$ cat config.mk
export PLATFORM = sky130hd
export DESIGN_NAME = note_seq_ctrl
export DESIGN_NICKNAME = d
export VERILOG_FILES = /design/src/rtl/note_seq_ctrl.sv
export SDC_FILE = /design/constraint.sdc
export NUM_CORES = 1
export LEC_CHECK = 0
export ABC_AREA = 1
export CORE_MARGIN = 2
export CORE_UTILIZATION = 40
export CTS_CLUSTER_SIZE = 14
export DETAILED_ROUTE_END_ITERATION = 6
export PLACE_DENSITY = 0.58
export RECOVER_POWER = 25
export SETUP_SLACK_MARGIN = 0.02
export SYNTH_ARGS = -nofsm -noshare
export SYNTH_HDL_FRONTEND = slang
export SYNTH_SLANG_ARGS = --single-unit
$ cat constraint.sdc
create_clock -name clk_i -period 3.01 [get_ports clk_i]
set_input_delay 0.602 -clock clk_i [delete_from_list [all_inputs] [get_ports clk_i]]
set_output_delay 0.602 -clock clk_i [all_outputs]
set_load 0.03 [all_outputs]
$ cat src/rtl/note_seq_ctrl.sv
// rtl/note_seq_ctrl.sv - programmable note pattern sequencer driving the synth LUT/R2R datapath
module note_seq_ctrl #(
  parameter int STEPS     = 16,
  parameter int ADDR_W    = 4,
  parameter int TEMPO_W   = 24,
  parameter int GAP_TICKS = 2
) (
  input  logic               clk_i,
  input  logic               rst_ni,
  input  logic               wr_en_i,
  input  logic [ADDR_W-1:0]  wr_addr_i,
  input  logic [15:0]        wr_data_i,
  input  logic [TEMPO_W-1:0] tempo_i,
  input  logic [ADDR_W-1:0]  len_i,
  input  logic               loop_i,
  input  logic               start_i,
  input  logic               stop_i,
  output logic [10:0]        note_sw_o,
  output logic [1:0]         note_oct_o,
  output logic [1:0]         wave_sel_o,
  output logic               gate_o,
  output logic               busy_o,
  output logic [ADDR_W-1:0]  step_idx_o,
  output logic               step_strobe_o,
  output logic               done_o
);

  localparam logic [1:0] S_IDLE   = 2'd0;
  localparam logic [1:0] S_NOTE   = 2'd1;
  localparam logic [1:0] S_GAP    = 2'd2;
  localparam logic [1:0] S_FINISH = 2'd3;

  localparam logic [TEMPO_W-1:0] MIN_TEMPO = TEMPO_W'(GAP_TICKS + 1);
  localparam logic [TEMPO_W-1:0] ONE      = TEMPO_W'(1);

  logic [15:0]        pat_q [STEPS];
  logic [1:0]         state_q, state_d;
  logic [TEMPO_W-1:0] timer_q, timer_d;
  logic [TEMPO_W-1:0] tempo_q, tempo_d;
  logic [ADDR_W-1:0]  len_q, len_d;
  logic               loop_q, loop_d;
  logic [ADDR_W-1:0]  idx_q, idx_d;
  logic               strobe_q, strobe_d;
  logic               load;
  logic [15:0]        entry;
  logic [10:0]        sw_q;
  logic [1:0]         oct_q;
  logic [1:0]         wave_q;
  logic               rest_q;

  always_comb begin
    state_d  = state_q;
    timer_d  = timer_q;
    tempo_d  = tempo_q;
    len_d    = len_q;
    loop_d   = loop_q;
    idx_d    = idx_q;
    strobe_d = 1'b0;
    load     = 1'b0;
    case (state_q)
      S_IDLE: begin
        if (start_i && !stop_i) begin
          tempo_d  = (tempo_i < MIN_TEMPO) ? MIN_TEMPO : tempo_i;
          len_d    = len_i;
          loop_d   = loop_i;
          state_d  = S_NOTE;
          idx_d    = '0;
          timer_d  = '0;
          strobe_d = 1'b1;
          load     = 1'b1;
        end
      end
      S_NOTE: begin
        timer_d = timer_q + ONE;
        if (timer_q == tempo_q - MIN_TEMPO) state_d = S_GAP;
      end
      S_GAP: begin
        timer_d = timer_q + ONE;
        if (timer_q == tempo_q - ONE) begin
          if (idx_q != len_q || loop_q) begin
            idx_d    = (idx_q != len_q) ? idx_q + 1'b1 : '0;
            state_d  = S_NOTE;
            timer_d  = '0;
            strobe_d = 1'b1;
            load     = 1'b1;
          end else begin
            state_d = S_FINISH;
          end
        end
      end
      default: state_d = S_IDLE;
    endcase
    // Abort wins over everything; note fields and step index keep their last values.
    if (stop_i && state_q != S_IDLE) begin
      state_d  = S_IDLE;
      idx_d    = idx_q;
      strobe_d = 1'b0;
      load     = 1'b0;
    end
  end

  // Nonblocking update means a same-cycle write is not visible to this read.
  assign entry = pat_q[idx_d];

  always_ff @(posedge clk_i or negedge rst_ni) begin
    if (!rst_ni) begin
      for (int i = 0; i < STEPS; i++) pat_q[i] <= 16'h8000;
    end else if (wr_en_i) begin
      pat_q[wr_addr_i] <= wr_data_i;
    end
  end

  always_ff @(posedge clk_i or negedge rst_ni) begin
    if (!rst_ni) begin
      state_q  <= S_IDLE;
      timer_q  <= '0;
      tempo_q  <= '0;
      len_q    <= '0;
      loop_q   <= 1'b0;
      idx_q    <= '0;
      strobe_q <= 1'b0;
      sw_q     <= '0;
      oct_q    <= '0;
      wave_q   <= '0;
      rest_q   <= 1'b0;
    end else begin
      state_q  <= state_d;
      timer_q  <= timer_d;
      tempo_q  <= tempo_d;
      len_q    <= len_d;
      loop_q   <= loop_d;
      idx_q    <= idx_d;
      strobe_q <= strobe_d;
      if (load) begin
        sw_q   <= entry[10:0];
        oct_q  <= entry[12:11];
        wave_q <= (entry[14:13] == 2'd3) ? 2'd2 : entry[14:13];
        rest_q <= entry[15];
      end
    end
  end

  assign note_sw_o     = sw_q;
  assign note_oct_o    = oct_q;
  assign wave_sel_o    = wave_q;
  assign gate_o        = (state_q == S_NOTE) && !rest_q;
  assign busy_o        = (state_q == S_NOTE) || (state_q == S_GAP);
  assign step_idx_o    = idx_q;
  assign step_strobe_o = strobe_q;
  assign done_o        = (state_q == S_FINISH);

endmodule

* Yosys cells after proc, flatten, opt, wreduce, memory -nomap -nowiden
Cells that the tools add are included.
Word-level totals: register bits 332, input port bits 54, output and inout bits 23, word-level logic and storage cells 91
Cells by class: add/sub/neg operators 4, magnitude comparators 4, eq/ne operators 11, mux-type cells 29, bitwise logic cells 2, reduce and logical (&&, ||, !) cells 14
Operators with widths (count):
- bitwise mux 256 bit | 1
- 2-to-1 mux 24 bit | 4
- case mux 24 bit (3 select lines) | 1
- binary-select mux 16 bit (select 4 bit) | 1
- demux 16 bit (select 4 bit) | 1
- == test 24 bit | 2
- 2-to-1 mux 16 bit | 3
- adder 24 x 1 -> 24 bit (second input constant) | 1
- < comparator 24 x 2 -> 1 bit (second input constant) | 1
- subtractor 24 x 1 -> 24 bit (second input constant) | 1
- subtractor 24 x 2 -> 24 bit (second input constant) | 1
- 2-to-1 mux 4 bit | 5
- 2-to-1 mux 2 bit | 6
- >= comparator 5 bit (second input constant) | 2
- NOT 4 -> 5 bit | 2
- inequality test 3 bit (second input constant) | 3
- case mux 4 bit (2 select lines) | 1
- == test 2 bit (second input constant) | 3
- case mux 2 bit (3 select lines) | 1
- < comparator 5 x 1 -> 1 bit (second input constant) | 1
- adder 4 x 1 -> 4 bit (second input constant) | 1
- logical AND 1 bit | 4
- 2-to-1 mux 1 bit | 4
- inequality test 4 bit | 1
- 10 further kinds | 13

* Depth between registers and ports, before layout
Gate-level depths: netlist (run 1).
word-level depth 12, mapped depth 27, gate-level depth less buffers 26

* Least setup slack after synthesis (run 1)
OpenSTA, ideal clock, no wires.
path type register -> register, start point reg tempo_q[0], end point reg rest_q, library setup time 0.117 ns, arrival 2.715 ns, data required time 2.893 ns, path slack 0.177 ns, stages on the path, launching flop included 24, path buffers 2, period minus slack after synthesis 2.833 ns, cells stage by stage dfrtp_1 > inv_1 > ha_1 > nand2_4 > nor2_8 > nand2_1 > nand2_1 > nand2_1 > nor2_1 > nand2_1 > nor3_4 > nand3_2 > nand2_1 > nand3_2 > nand2_4 > buf_6 > buf_4 > nand2_1 > o211ai_1 > nand3_1 > nand3_1 > nand2_1 > nand2_1 > nand2_1
On the way: word-level cells in the longest chain between the ends 9, elaborated cells on any way between the ends 12, those cells by class add/sub (1); eq/ne (1); mux (9); bitwise (1)
Ends and longest elaborated chain:
- start: declaration | line 39 | logic [TEMPO_W-1:0] tempo_q, tempo_d;
- start signal: assignment | line 129 | tempo_q <= tempo_d;
- subtractor 24 x 1 -> 24 bit * | line 79 | if (timer_q == tempo_q - ONE) begin
- == test 24 bit * | line 79
- 2-to-1 mux 4 bit | line 79
- case mux 4 bit (2 select lines) | line 60 | case (state_q)
- 2-to-1 mux 4 bit | line 94 | if (stop_i && state_q != S_IDLE) begin
- NOT 4 -> 5 bit (implied by the code) | line 103 | assign entry = pat_q[idx_d];
- binary-select mux 16 bit (select 4 bit) | line 103
- 2-to-1 mux 16 bit (implied by the code) (2 in a row) | line 103
- end signal: assignment | line 138 | rest_q <= entry[15];
- end: declaration | line 49 | logic rest_q;
Mark *: on every way between the ends. The rest lies on a longest branch, timed or not. The select of a mux whose other input is x is not followed. A chain may end at the register's enable or synchronous reset.

* Final worst setup path (run 1)
start point reg tempo_q[1], end point reg sw_q[4], in the netlist note_sw_o[4]
On the way: word-level cells in the longest chain between the ends 9, elaborated cells on any way between the ends 12, those cells by class add/sub (1); eq/ne (1); mux (9); bitwise (1)
Ends and longest elaborated chain:
- subtractor 24 x 1 -> 24 bit * | line 79
- == test 24 bit * | line 79
- 2-to-1 mux 4 bit | line 79
- case mux 4 bit (2 select lines) | line 60
- 2-to-1 mux 4 bit | line 94
- NOT 4 -> 5 bit (implied by the code) | line 103
- binary-select mux 16 bit (select 4 bit) | line 103
- 2-to-1 mux 16 bit (implied by the code) (2 in a row) | line 103
- end signal: assignment | line 135 | sw_q <= entry[10:0];
- end: declaration | line 46 | logic [10:0] sw_q;
Marked as above.

==> results.py, run 1 <==
metrics = {
    "logic_synthesis": {
        "synth_cell_type_count": 40,
        "post-synth-top-count-cell": "nand2_1",
        "synth_compound_area_share_pct": 14.6,
        "ys_ff_latch": 332,
        "yosysWarningCount": 0,
        "syn_nets": 2307,
        "seq_area_frac_synth_pct": 48.4,
        "async_flop_share_pct": 100,
        "synth_simple_gate_area_share_pct": 25.1,
        "syn_inst": 2244,
        "syn_avg_cell_area_um2": 7.66,
        "synth_top_area_share_pct": 46.0,
        "synth_common_cells": "709 x nand2_1, 316 x dfrtp_1, 291 x o21ai_0, 231 x inv_1, 171 x nand3_1",
        "synth_mux_area_share_pct": 0,
        "syn_area_um2": 17200,
        "yosysTopAreaCell": "dfrtp_1",
        "synthAdderAreaFrac_pct": 0.655,
        "synthTopCellsByArea": "dfrtp_1 46%, nand2_1 15%, o21ai_0 8.5%, inv_1 5.0%, nand3_1 5.0%",
        "synthXorXnorAreaFrac_pct": 2.75,
        "synth_top_family_by_area": "simple AND/OR/NAND/NOR gates",
        "synth_edf_count": 0,
        "ys.flop_type": "dfrtp_1",
    },
    "place": {
        "gp_congestion": 0.923,
        "dpl.hpwl_mm": 34.4,
        "placement.cell_area_um2": 19400,
        "io_buffers": 76,
        "dp_slack_ps": -358,
        "placed_cells": 2880,
    },
    "clock_network": {
        "insertion_delay_ps": 560,
        "clkTransAtPathRegs_ps": 60,
        "cts_tree": "yes",
        "root_buffer": "clkbuf_16",
        "cts_max_level": 2,
        "cts_buffers": 39,
        "clockBufferDepth": 3,
        "clock-sinks": 332,
    },
    "drt": {
        "avgRoutedWirePerCell_um": 18.1,
        "via_count": 15700,
        "drtPass1Iterations": 6,
        "first_iter_violations": 1255,
        "drc": 0,
        "wl_mm": 54.1,
        "antenna_left": 0,
        "viasPerCell": 5.25,
    },
    "cells_and_area": {
        "final_core_util_pct": 51.7,
        "finalNonFillerCells": 2996,
        "design_area_um2": 21800,
        "final_nets": 2492,
        "drive_gt1_share_pct": 16.2,
        "n_antenna_cell": 0,
        "areaGrowthSynthToFinish_pct": 27.0,
    },
    "setup_path": {
        "crit_slowest_cell": "dfrtp_1",
        "cp.required_ps": 3460,
        "crit_type": "reg -> reg",
        "crit_arrival_ps": 3630,
        "cpMostUsedCell": "nand2_1",
        "cp_max_fo": 17,
        "crit_path_end_kind": "flop",
        "critPathMaxStageDelay_ps": 400,
        "crit_path_cell_trace": "buf_6, nor2_4, nand2_4, nor2_4, buf_6, nand2_1, nand2_2, nand2_1, nor2_1, nand2_1, nor3_4, nand4_1, nand3_4, nand2_8, buf_12, buf_4, o211ai_1, nand3_1, nand3_2, nand2_1, nand2_1, nand2_1",
        "worstSetupStartpointType": "flop",
    },
    "min_path": {
        "hold_path_class": "reg -> reg",
    },
    "power": {
        "powerDensity_nw_per_um2": 758,
        "leakage_nw": 10.1,
        "vdd_ir_drop_max_mv": 0.445,
        "p_total_mw": 16.6,
    },
    "timing": {
        "hold_violations": 0,
        "fin_skew_ps": 16.0,
        "slew_viol_final": 0,
        "setup_slack_ps": -174,
        "relSlewSlack_pct": 6.62,
        "hold_ws_ps": 477,
        "setup_viol": 16,
        "worst_pin_slew_ps": 1400,
        "fin_crit_sh_pct": 106,
        "max_clock_freq_mhz": 314,
        "min_period_ps": 3180,
        "rsz0062_at_grt": "true",
        "setup_tns_ps": -1930,
    },
    "global_routing": {
        "grt_max_degree": 78,
        "grt_pass1_wl_mm": 86.4,
        "grt_usage_pct": 24.8,
        "first_global_vias": 15300,
        "overflow": 0,
        "antenna_found_initial": 0,
    },
    "die": {
        "rows": 75,
        "die_area_um2": 44700,
        "dieWidth_um": 211,
        "die_h_um": 211,
        "core_um2": 42200,
        "start_util_pct": 40.7,
        "ios": 77,
    },
    "status": {
        "violations": "setup timing",
        "status": "finished, violations left",
    },
    "run": {
        "max_cap_viol_count": 0,
    },
}
==> layout by cell type, fill, tap and decap left out, types with 21 or more instances in the layout <==
cell / n
a21oi_1: 37
dfrtp_1: 309
nor2_4: 21
clkbuf_16: 43
nor2_1: 67
o21ai_1: 25
buf_4: 135
o21ai_0: 286
nand3_2: 25
nand2_1: 680
xor2_1: 41
o211ai_1: 76
nand2_2: 29
inv_1: 224
nand3_1: 146
clkdlybuf4s50_1: 75
==> sequential cells by signal, summed over array words and instances (netlist names), 4 cells and up <==
name,cells
len_q,4
note_sw_o,11
pat_q,256
step_idx_o,4
tempo_q,24
timer_q,24
==> metal layers <==
| layer | share of wire, % | GRT usage [%] | up-vias | wire length (µm) |
|---|---|---|---|---|
| li1 | - | - | 7646 | - |
| met1 | 46 | 34.4 | 7548 | 24900 |
| met2 | 45 | 39.7 | 467 | 24400 |
| met3 | 5.7 | 3.71 | 79 | 3110 |
| met4 | 3.1 | 8.21 | 0 | 1660 |
| met5 | 0 | 0 | - | 0 |
==> critical path, delay by kind of cell (launching register included) <==
kind                   cells  cell delay (ps)
buffers and inverters      4              610
AND/OR/NAND/NOR           17             1880
flip-flops                 1              400
AO/OA/AOI/OAI              1              150
==> cell type report <==
| cell class | instances | area, µm² |
|---|---|---|
| Multi-Input combinational cell | 1557 | 7950 |
| Inverter | 233 | 876 |
| Fill cell | 4082 | 20400 |
| Sequential cell | 332 | 8340 |
| Clock inverter | 9 | 95.1 |
| Tap cell | 539 | 674 |
| Clock buffer | 60 | 1130 |
| Timing Repair Buffer | 266 | 2760 |
==> cell families (layout without fill, tap and decap cells) <==
family                   Yosys count  count (layout)
buffers and inverters            358             568
AO/OA/AOI/OAI                    454             454
flip-flops                       332             332
adder cells (fa/ha/maj)            9               9
AND/OR/NAND/NOR                 1037            1040
XOR/XNOR                          54              54
==> worst paths after layout <==
kind                                           from                  endpoint  slack [ps]  depth (start not counted)
max in group asynchronous                    rst_ni     pat_q[32]$_DFFE_PN0P_         380                          3
min                        note_sw_o[7]$_DFFE_PN0P_  note_sw_o[7]$_DFFE_PN0P_         480                          2
min reg2reg                note_sw_o[7]$_DFFE_PN0P_  note_sw_o[7]$_DFFE_PN0P_         480                          2
max reg2reg                  tempo_q[1]$_DFFE_PN0P_  note_sw_o[4]$_DFFE_PN0P_        -170                         22
max                          tempo_q[1]$_DFFE_PN0P_  note_sw_o[4]$_DFFE_PN0P_        -170                         22
min in group asynchronous                    rst_ni   tempo_q[15]$_DFFE_PN0P_         920                          2
==> what timing repair did <==
| action | 4_1_cts | 5_1_grt |
|---|---|---|
| setup endpoints to repair | 18 | 20 |
| pin swaps | 43 | 36 |
| endpoints found under the hold margin | 44 | 0 |
| hold buffers | 1 | 0 |
| buffers inserted | 24 | 8 |
| resized for setup | 130 | 50 |
| gates cloned | 11 | 4 |
==> where the power goes <==
group	internal (mW)	leakage [nW]	switching, mW
clock network	2.69	0.602	1.93
logic	2.33	5.33	3.28
registers	5.55	4.19	0.786
Note: power is estimated with default switching activity, not from simulation.
==> inputs of run 2 (changes only) <==
Settings changed: CORE_UTILIZATION 40 to 55, CTS_CLUSTER_DIAMETER set to 120, PLACE_DENSITY 0.58 to 0.75, SKIP_CTS_REPAIR_TIMING set to 1.
==> results.py, run 2 (synthesis gave the netlist of run 1 again) <==
metrics = {
    "global_routing": {
        "antenna_found_initial": 0,
        "grt_usage_pct": 30.4,
        "overflow": 0,
        "first_global_vias": 15300,
        "grt_pass1_wl_mm": 80.5,
        "grt_max_degree": 80,
    },
    "cells_and_area": {
        "layout_commonest_cell": "nand2_1",
        "reg_top3": "pat_q x256, tempo_q x24, timer_q x24",
        "final_nets": 2477,
        "drive_gt1_share_pct": 11.7,
        "final_cell_mix": "703 x nand2_1, 314 x dfrtp_1, 289 x o21ai_0, 228 x inv_1, 163 x nand3_1",
        "seqCellArea_um2": 8330,
        "fillCellCount": 2581,
        "finalNonFillerCells": 2819,
        "multi_input_area_um2": 7570,
        "n_antenna_cell": 0,
        "areaGrowthSynthToFinish_pct": 19.4,
        "regMostFlops": "pat_q",
        "largest_reg_flops": 256,
    },
    "setup_path": {
        "crit_slowest_cell": "dfrtp_1",
        "cp.required_ps": 3450,
        "critPathTopFamily": "simple AND/OR/NAND/NOR gates",
        "crit_type": "reg -> reg",
        "crit_arrival_ps": 3850,
        "worst-path-buf-inv": 4,
        "critPathMaxStageDelay_ps": 430,
        "crit_path_cell_trace": "nor2_2, nand2_2, nor2_4, buf_6, nor2_1, nor2_1, nand2_1, nor2_1, nand3_1, nor3_4, nand4_1, nand3_4, nand2_8, buf_16, buf_12, buf_12, o211ai_1, nand3_1, nand3_2, nand2_1, nand2_1, nand2_1",
        "cp_max_fo": 12,
        "worstSetupStartpointType": "flop",
        "cpMostUsedCell": "nand2_1",
        "crit_path_end_kind": "flop",
    },
    "status": {
        "status": "finished, violations left",
        "violations": "capacitance limit, slew limit, setup timing",
    },
    "power": {
        "switchingPower_mw": 5.44,
        "seq_power_share_pct": 42.8,
        "swShare_pct": 36.8,
        "clockPowerShare_pct": 21.8,
        "leakage_nw": 9.75,
        "powerDensity_nw_per_um2": 720,
        "intPower_mw": 9.32,
        "p_total_mw": 14.8,
        "power_frac_comb_pct": 35.4,
        "vdd_ir_drop_max_mv": 0.409,
    },
    "die": {
        "die_area_um2": 32700,
        "dieWidth_um": 181,
        "die_h_um": 181,
        "ios": 77,
        "start_util_pct": 56.1,
        "core_um2": 30700,
        "rows": 64,
    },
    "clock_network": {
        "clockBufferDepth": 3,
        "cts_tree": "yes",
        "insertion_delay_ps": 560,
        "cts_buffers": 27,
        "root_buffer": "clkbuf_16",
        "cts_max_level": 1,
        "clock-sinks": 332,
        "clkTransAtPathRegs_ps": 70,
    },
    "timing": {
        "setup_slack_ps": -392,
        "relSlewSlack_pct": -3.47,
        "hold_violations": 0,
        "setup_viol": 16,
        "min_period_ps": 3400,
        "worst_pin_slew_ps": 1550,
        "rsz0062_at_grt": "true",
        "slew_viol_final": 63,
        "fin_skew_ps": 13.8,
        "fin_crit_sh_pct": 113,
        "max_clock_freq_mhz": 294,
    },
    "drt": {
        "antenna_left": 0,
        "via_count": 16000,
        "first_iter_violations": 1659,
        "drtPass1Iterations": 6,
        "viasPerCell": 5.67,
        "drc": 0,
        "avgRoutedWirePerCell_um": 17.9,
        "wl_mm": 50.5,
    },
    "place": {
        "gp_congestion": 0.972,
        "placed_cells": 2757,
        "io_buffers": 76,
        "dpl.hpwl_mm": 34.5,
    },
    "run": {
        "max_cap_viol_count": 1,
    },
    "min_path": {
        "hold_path_class": "reg -> reg",
    },
}
==> run 2: cell count changes in the layout (fill, tap and decap cells not counted), moves of 13 or more <==
cell / delta
nand2_1: +23
nand2_2: -22
nor2_1: +22
nand3_1: +17
buf_4: +16
nand3_2: -16
nor2_4: -14
clkbuf_16: -13
==> run 2: routing by layer <==
metal,track usage [%],up-vias,wire length [µm]
li1,-,7616,-
met1,43.7,7584,21900
met2,49.2,682,23600
met3,3.79,98,3860
met4,8.03,0,1210
met5,0,-,0
==> run 2: through the flow <==
stage | hold slack, ps | area, µm² | setup WS [ps] | utilization, % | TNS, ps
after global placement | 461 | 19400 | -294 | 63.3 | -3500
after floorplan | 306 | 17200 | 177 | - | 0
after detailed placement | 470 | 19400 | -423 | 63.3 | -5120
final | 481 | 20500 | -392 | 66.9 | -5170
after CTS | -27.2 | 20100 | -477 | 65.7 | -5990
after global routing | 505 | 20500 | -559 | 66.9 | -11760
==> run 2: final timing paths <==
| path | from | end | slack, ps | cells past startpoint |
|---|---|---|---|---|
| max | tempo_q[4]$_DFFE_PN0P_ | note_sw_o[5]$_DFFE_PN0P_ | -390 | 22 |
| min | note_sw_o[6]$_DFFE_PN0P_ | note_sw_o[6]$_DFFE_PN0P_ | 480 | 2 |
| max reg2reg | tempo_q[4]$_DFFE_PN0P_ | note_sw_o[5]$_DFFE_PN0P_ | -390 | 22 |
| min reg2reg | note_sw_o[6]$_DFFE_PN0P_ | note_sw_o[6]$_DFFE_PN0P_ | 480 | 2 |
| max in group asynchronous | rst_ni | tempo_q[6]$_DFFE_PN0P_ | 370 | 3 |
| min in group asynchronous | rst_ni | tempo_q[12]$_DFFE_PN0P_ | 950 | 2 |
==> run 2: final cells by class <==
type                       instances  area share, %
timing repair buffer             265           12.3
clock buffer                      36           3.46
multi-input combinational       1555           36.9
inverter                         233           4.26
tap                              396           2.41
clock inverter                     2         0.0671
sequential                       332           40.6
==> run 2: power by group through the flow <==
stage               clock network, mW  registers [mW]  logic [mW]
finish                           3.22            6.32        5.23
global route                     3.43            6.42        5.85
CTS                              3.26            6.27        5.01
detailed placement                  0            6.33        4.98
global placement                    0            6.29        4.88
floorplan                           0            6.33        2.80
==> run 2: worst register-to-register path: cells and delay by family (launching register included) <==
| family | cells | cell delay [ps] |
|---|---|---|
| flops | 1 | 430 |
| simple gates | 17 | 2080 |
| buf+inv | 4 | 590 |
| compound gates | 1 | 170 |
